--- src/rtl/cmp_stream_tracker.sv ---
// cmp_stream_tracker
//   Frame statistics stage behind the 8-bit magnitude comparator. For each
//   accepted beat it counts the comparator result (gt/lt/eq/invalid) and tracks
//   the longest run of consecutive equal results. On the in_last beat the block
//   moves to a report state and holds the accumulators on its outputs until the
//   consumer takes them with out_valid/out_ready.
//
//   Optional feature macro: CMP_TRACK_MAX_EN
//     defined     -> max_val tracks the largest A or B seen in the frame
//     not defined -> no max register is built, max_val is tied to zero
//
// Ports
//   clk, rst_n        clock, asynchronous active-low reset
//   in_valid/in_ready input beat handshake (in_ready decoded from state only)
//   A, B              unsigned operands
//   cmp               comparator code: 00 eq, 01 gt, 10 lt, 11 invalid
//   in_last           accepted beat closes the frame
//   out_valid/out_ready report handshake
//   gt_cnt, lt_cnt, eq_cnt, err_cnt  saturating per-frame counts
//   eq_run_max        longest run of consecutive equal codes (saturating)
//   max_val           largest operand in the frame (see macro above)
//   err_flag          at least one invalid code seen in the frame

module cmp_stream_tracker #(
  parameter int unsigned CNT_W = 8
) (
  input  logic             clk,
  input  logic             rst_n,
  input  logic             in_valid,
  output logic             in_ready,
  input  logic [7:0]       A,
  input  logic [7:0]       B,
  input  logic [1:0]       cmp,
  input  logic             in_last,
  output logic             out_valid,
  input  logic             out_ready,
  output logic [CNT_W-1:0] gt_cnt,
  output logic [CNT_W-1:0] lt_cnt,
  output logic [CNT_W-1:0] eq_cnt,
  output logic [CNT_W-1:0] err_cnt,
  output logic [CNT_W-1:0] eq_run_max,
  output logic [7:0]       max_val,
  output logic             err_flag
);

  typedef enum logic [1:0] {
    S_IDLE   = 2'd0,
    S_ACCUM  = 2'd1,
    S_REPORT = 2'd2
  } state_t;

  localparam logic [CNT_W-1:0] CNT_MAX = '1;
  localparam logic [1:0]       CMP_EQ  = 2'b00;
  localparam logic [1:0]       CMP_GT  = 2'b01;
  localparam logic [1:0]       CMP_LT  = 2'b10;
  localparam logic [1:0]       CMP_ERR = 2'b11;

  function automatic logic [CNT_W-1:0] sat_inc(input logic [CNT_W-1:0] v);
    return (v == CNT_MAX) ? v : v + CNT_W'(1);
  endfunction

  state_t           r_state;
  state_t           w_state_nxt;

  logic             w_accept;
  logic             w_consume;

  logic [CNT_W-1:0] r_gt_cnt;
  logic [CNT_W-1:0] r_lt_cnt;
  logic [CNT_W-1:0] r_eq_cnt;
  logic [CNT_W-1:0] r_err_cnt;
  logic [CNT_W-1:0] r_cur_run;
  logic [CNT_W-1:0] r_eq_run_max;
  logic             r_err_flag;

  logic [CNT_W-1:0] w_gt_nxt;
  logic [CNT_W-1:0] w_lt_nxt;
  logic [CNT_W-1:0] w_eq_nxt;
  logic [CNT_W-1:0] w_err_nxt;
  logic [CNT_W-1:0] w_run_nxt;
  logic [CNT_W-1:0] w_run_max_nxt;
  logic             w_err_flag_nxt;

  // Handshake qualifiers come straight from the state register so that
  // in_ready never combinationally depends on in_valid.
  always_comb begin
    w_accept  = 1'b0;
    w_consume = 1'b0;
    if (r_state == S_REPORT) begin
      w_consume = out_ready;
    end else begin
      w_accept  = in_valid;
    end
  end

  // ---------------------------------------------------------------------------
  // FSM
  // ---------------------------------------------------------------------------
  always_ff @(posedge clk or negedge rst_n) begin
    if (!rst_n) begin
      r_state <= S_IDLE;
    end else begin
      r_state <= w_state_nxt;
    end
  end

  always_comb begin
    w_state_nxt = r_state;
    in_ready    = 1'b0;
    out_valid   = 1'b0;
    case (r_state)
      S_IDLE: begin
        in_ready = 1'b1;
        if (in_valid) begin
          w_state_nxt = in_last ? S_REPORT : S_ACCUM;
        end
      end
      S_ACCUM: begin
        in_ready = 1'b1;
        if (in_valid && in_last) begin
          w_state_nxt = S_REPORT;
        end
      end
      S_REPORT: begin
        out_valid = 1'b1;
        if (out_ready) begin
          w_state_nxt = S_IDLE;
        end
      end
      default: begin
        w_state_nxt = S_IDLE;
      end
    endcase
  end

  // ---------------------------------------------------------------------------
  // Per-beat accumulator update
  // ---------------------------------------------------------------------------
  always_comb begin
    w_gt_nxt       = r_gt_cnt;
    w_lt_nxt       = r_lt_cnt;
    w_eq_nxt       = r_eq_cnt;
    w_err_nxt      = r_err_cnt;
    w_run_nxt      = '0;
    w_err_flag_nxt = r_err_flag;
    case (cmp)
      CMP_EQ: begin
        w_eq_nxt  = sat_inc(r_eq_cnt);
        w_run_nxt = sat_inc(r_cur_run);
      end
      CMP_GT:  w_gt_nxt = sat_inc(r_gt_cnt);
      CMP_LT:  w_lt_nxt = sat_inc(r_lt_cnt);
      CMP_ERR: begin
        w_err_nxt      = sat_inc(r_err_cnt);
        w_err_flag_nxt = 1'b1;
      end
      default: begin
        w_err_nxt = r_err_cnt;
      end
    endcase
    // Compare against the updated run so the current beat is included.
    w_run_max_nxt = (w_run_nxt > r_eq_run_max) ? w_run_nxt : r_eq_run_max;
  end

  always_ff @(posedge clk or negedge rst_n) begin
    if (!rst_n) begin
      r_gt_cnt     <= '0;
      r_lt_cnt     <= '0;
      r_eq_cnt     <= '0;
      r_err_cnt    <= '0;
      r_cur_run    <= '0;
      r_eq_run_max <= '0;
      r_err_flag   <= 1'b0;
    end else if (w_consume) begin
      r_gt_cnt     <= '0;
      r_lt_cnt     <= '0;
      r_eq_cnt     <= '0;
      r_err_cnt    <= '0;
      r_cur_run    <= '0;
      r_eq_run_max <= '0;
      r_err_flag   <= 1'b0;
    end else if (w_accept) begin
      r_gt_cnt     <= w_gt_nxt;
      r_lt_cnt     <= w_lt_nxt;
      r_eq_cnt     <= w_eq_nxt;
      r_err_cnt    <= w_err_nxt;
      r_cur_run    <= w_run_nxt;
      r_eq_run_max <= w_run_max_nxt;
      r_err_flag   <= w_err_flag_nxt;
    end
  end

  // ---------------------------------------------------------------------------
  // Optional operand maximum
  // ---------------------------------------------------------------------------
`ifdef CMP_TRACK_MAX_EN
  logic [7:0] r_max_val;
  logic [7:0] w_beat_max;

  always_comb begin
    w_beat_max = (A > B) ? A : B;
  end

  always_ff @(posedge clk or negedge rst_n) begin
    if (!rst_n) begin
      r_max_val <= '0;
    end else if (w_consume) begin
      r_max_val <= '0;
    end else if (w_accept && (w_beat_max > r_max_val)) begin
      r_max_val <= w_beat_max;
    end
  end

  assign max_val = r_max_val;
`else
  assign max_val = 8'd0;
`endif

  assign gt_cnt     = r_gt_cnt;
  assign lt_cnt     = r_lt_cnt;
  assign eq_cnt     = r_eq_cnt;
  assign err_cnt    = r_err_cnt;
  assign eq_run_max = r_eq_run_max;
  assign err_flag   = r_err_flag;

endmodule

--- config.mk ---
export PLATFORM = sky130hd
export DESIGN_NAME = cmp_stream_tracker
export DESIGN_NICKNAME = d
export VERILOG_FILES = /design/src/rtl/cmp_stream_tracker.sv
export SDC_FILE = /design/constraint.sdc
export NUM_CORES = 1
export LEC_CHECK = 0
export CORE_MARGIN = 5
export CORE_UTILIZATION = 54
export CTS_CLUSTER_SIZE = 25
export DETAILED_ROUTE_END_ITERATION = 10
export PLACE_DENSITY = 0.86
export REMOVE_ABC_BUFFERS = 1
export SKIP_LAST_GASP = 1
export SYNTH_ARGS = -nofsm -noshare
export SYNTH_HDL_FRONTEND = slang
export SYNTH_SLANG_ARGS = --single-unit
--- constraint.sdc ---
create_clock -name clk -period 5 [get_ports clk]
set_clock_uncertainty 0.15 [all_clocks]
set_input_delay 1 -clock clk [delete_from_list [all_inputs] [get_ports clk]]
set_output_delay 1 -clock clk [all_outputs]
set_load 0.01 [all_outputs]
==> impl_results.md <==
* Top cells by area, synth: dfrtp_1, mux2i_1, ha_1, nand2_1, nand3_1
* Met1 global-route usage at 0.251
* Final setup vio count at 0
* Total power at 1.05 mW
* DRC violation count after routing at 0
* Row Count at 27
* Mapped Cells at 338
* Largest net degree at the start of global routing at 52
* NumNets Final at 419
* Post-cts sizing count at 0
* Peak supply drop at 190 µV
* Aggregate negative setup slack at 0 ns
* Hold Vio Cnt, Final at 0
* Slew HR at 0.221
* P_leak at 1.55 nW
* H-Tree Level Count at 2
* GRT busiest layer: met2
* Congestion Overflow GR at 0
* GRT met2 Usage at 0.368
* WL per Instance at 15.6 µm
* Initial core utilization at 0.562
* CTS buffer count at 5
* Status: finished clean
* Die ar. at 7390 µm²
* CTS max path bufs at 2
* Worst-path clk slew at 0.09 ns
* Syn. warnings at 0
* HP Class: register to register
* Die H at 85.9 µm
* Global-route usage over all layers at 0.207
* Vias in the first global route at 2,754
* Synthesized area at 3110 µm²
* Yosys top cell by area: dfrtp_1
* Maxcap violations at 0
* Vias at 2,732
* Met3 Track Usage GR at 0.0327
* CP Capture Type: register
* Most used DFF post-synth: dfrtp_1
* Core region area at 5540 µm²
* Routability congestion estimate at 0.891
* Synth cell count leaders: dfrtp_1, nand2_1, nand3_1
* Setup bufs post-CTS at 0
* Iter 0 DRT Violations at 131
* Clk sinks at 51
* Post-synth top area share at 0.410
* WP data arrival at 4.01 ns
* Dpl hpwl at 5.05 mm
* Initial antenna violation count at 0
* Distinct cells, synth at 55
* RSZ-0062 raised after global routing: false
* Hold_buf cts at 0
* N_diodes at 0
* Fin area at 3680 µm²
* Syn-to-layout area delta at 18.2%
* Final hold slack at 0.329 ns
* Die width at 85.9 µm
* Post-synth ARST share at 1.00
* WS Path Type: input port to register
* Final period utilization at 0.794
* DRT Pass-1 Iters at 6
* R2r startpoint: r_cur_run[0]$_DFFE_PN0P_
* Final Util at 0.664
* Antenna Violating Nets Remaining at 0
* Count leader, synth: dfrtp_1
* Slew at the pin closest to its max-slew limit at 1.16 ns
* Placed Area at 3610 µm²
* Fin crit period at 3.97 ns
* Number of flops mapped to enable cells by yosys at 0
* Worst Path Required at 5.04 ns
* Share of cells above drive strength 1 at 0.0681
* First-pass GRT wire length at 12.5 mm
* CTS tree: done
* Critical Path Start: cmp[1]
* Slew Viols, Final at 0
* I/O pins at 74
* Synth Register Bits at 51
* Hold path startpoint: err_flag$_DFFE_PN0P_
* Sequential fraction of the synthesis area at 0.410
* Startpoint types: input port
* Mean Syn Cell Area at 9.21 µm²
* Drt total wl at 7.09 mm
* Routed vias/inst at 6.02
* Worst-path maximum fanout at 8
* Peak Freq at 252 MHz
* PortBufs at 49
* Clock Latency Late Sink at 0.30 ns
* Pwr dens at 286 nW/µm²
* Root buffer cell: clkbuf_8
## sequential cells by signal (all words and copies together), names as in the netlist
| name | count |
|---|---|
| err_flag | 1 |
| err_cnt | 8 |
| gt_cnt | 8 |
| eq_run_max | 8 |
| r_state | 2 |
| r_cur_run | 8 |
| lt_cnt | 8 |
| eq_cnt | 8 |
## cell families after synthesis
kind of cell             count (synthesis)  synth area share
AND/OR/NAND/NOR                        138             0.229
AO/OA/AOI/OAI                           67             0.155
flip-flops                              51             0.410
buffers and inverters                   42            0.0679
multiplexers                            24            0.0795
adder cells (fa/ha/maj)                 13            0.0522
XOR/XNOR                                 2           0.00563
other                                    1           0.00120
## cell usage in the layout (no fill, tap or decap), drive strengths merged, types with 11 or more instances in the layout
master,synthesis,layout
nand4,11,11
ha,13,13
a21oi,13,13
nand3,23,23
nand2,36,36
clkdlybuf4s50,0,48
nor2,20,20
dfrtp,51,51
mux2i,18,18
inv,21,21
nor3,12,12
## worst paths after layout
check	endpoint	slack (ns)	depth (start not counted)
setup / recovery	eq_run_max[6]$_DFFE_PN0P_	1.03	9
hold / removal	err_flag$_DFFE_PN0P_	0.33	2
hold reg to reg	err_flag$_DFFE_PN0P_	0.33	2
max in group asynchronous	r_cur_run[0]$_DFFE_PN0P_	3.61	2
setup reg to reg	eq_run_max[6]$_DFFE_PN0P_	1.76	9
min in group asynchronous	err_cnt[3]$_DFFE_PN0P_	0.65	2
## stage by stage
step                      std cells  setup WS (ns)
after floorplan                 324           1.61
after global placement          448          0.807
after detailed placement        448          0.754
after CTS                       454           1.08
after global routing            454          0.797
final                           454           1.03
## final cells by class
cell class / instances / area (µm²)
multi-input cells: 252 / 1650
repair buffers: 52 / 508
fillers: 452 / 1860
inverters: 21 / 81.3
clock buffers: 6 / 72.6
well taps: 72 / 90.1
flip-flops and latches: 51 / 1280
## metal layers
metal	share of wire	wire length (µm)
met1	0.42	3000
met2	0.52	3650
met3	0.046	326
met4	0.016	110
met5	0	0
## power by group
part / switching (mW) / internal, mW / total, mW
clock network: 0.128 / 0.0937 / 0.222
registers: 0.0711 / 0.463 / 0.534
logic: 0.144 / 0.153 / 0.296
## worst max-delay path, cell delays in order
cell,delay (ns)
clkdlybuf4s50_1,0.51
or2_1,0.34
a2111oi_0,0.48
or2_2,0.22
ha_1,0.25
a21oi_1,0.19
o21ai_0,0.13
o2111ai_2,0.48
mux2_2,0.40
Power figures use the tool's default switching activity.
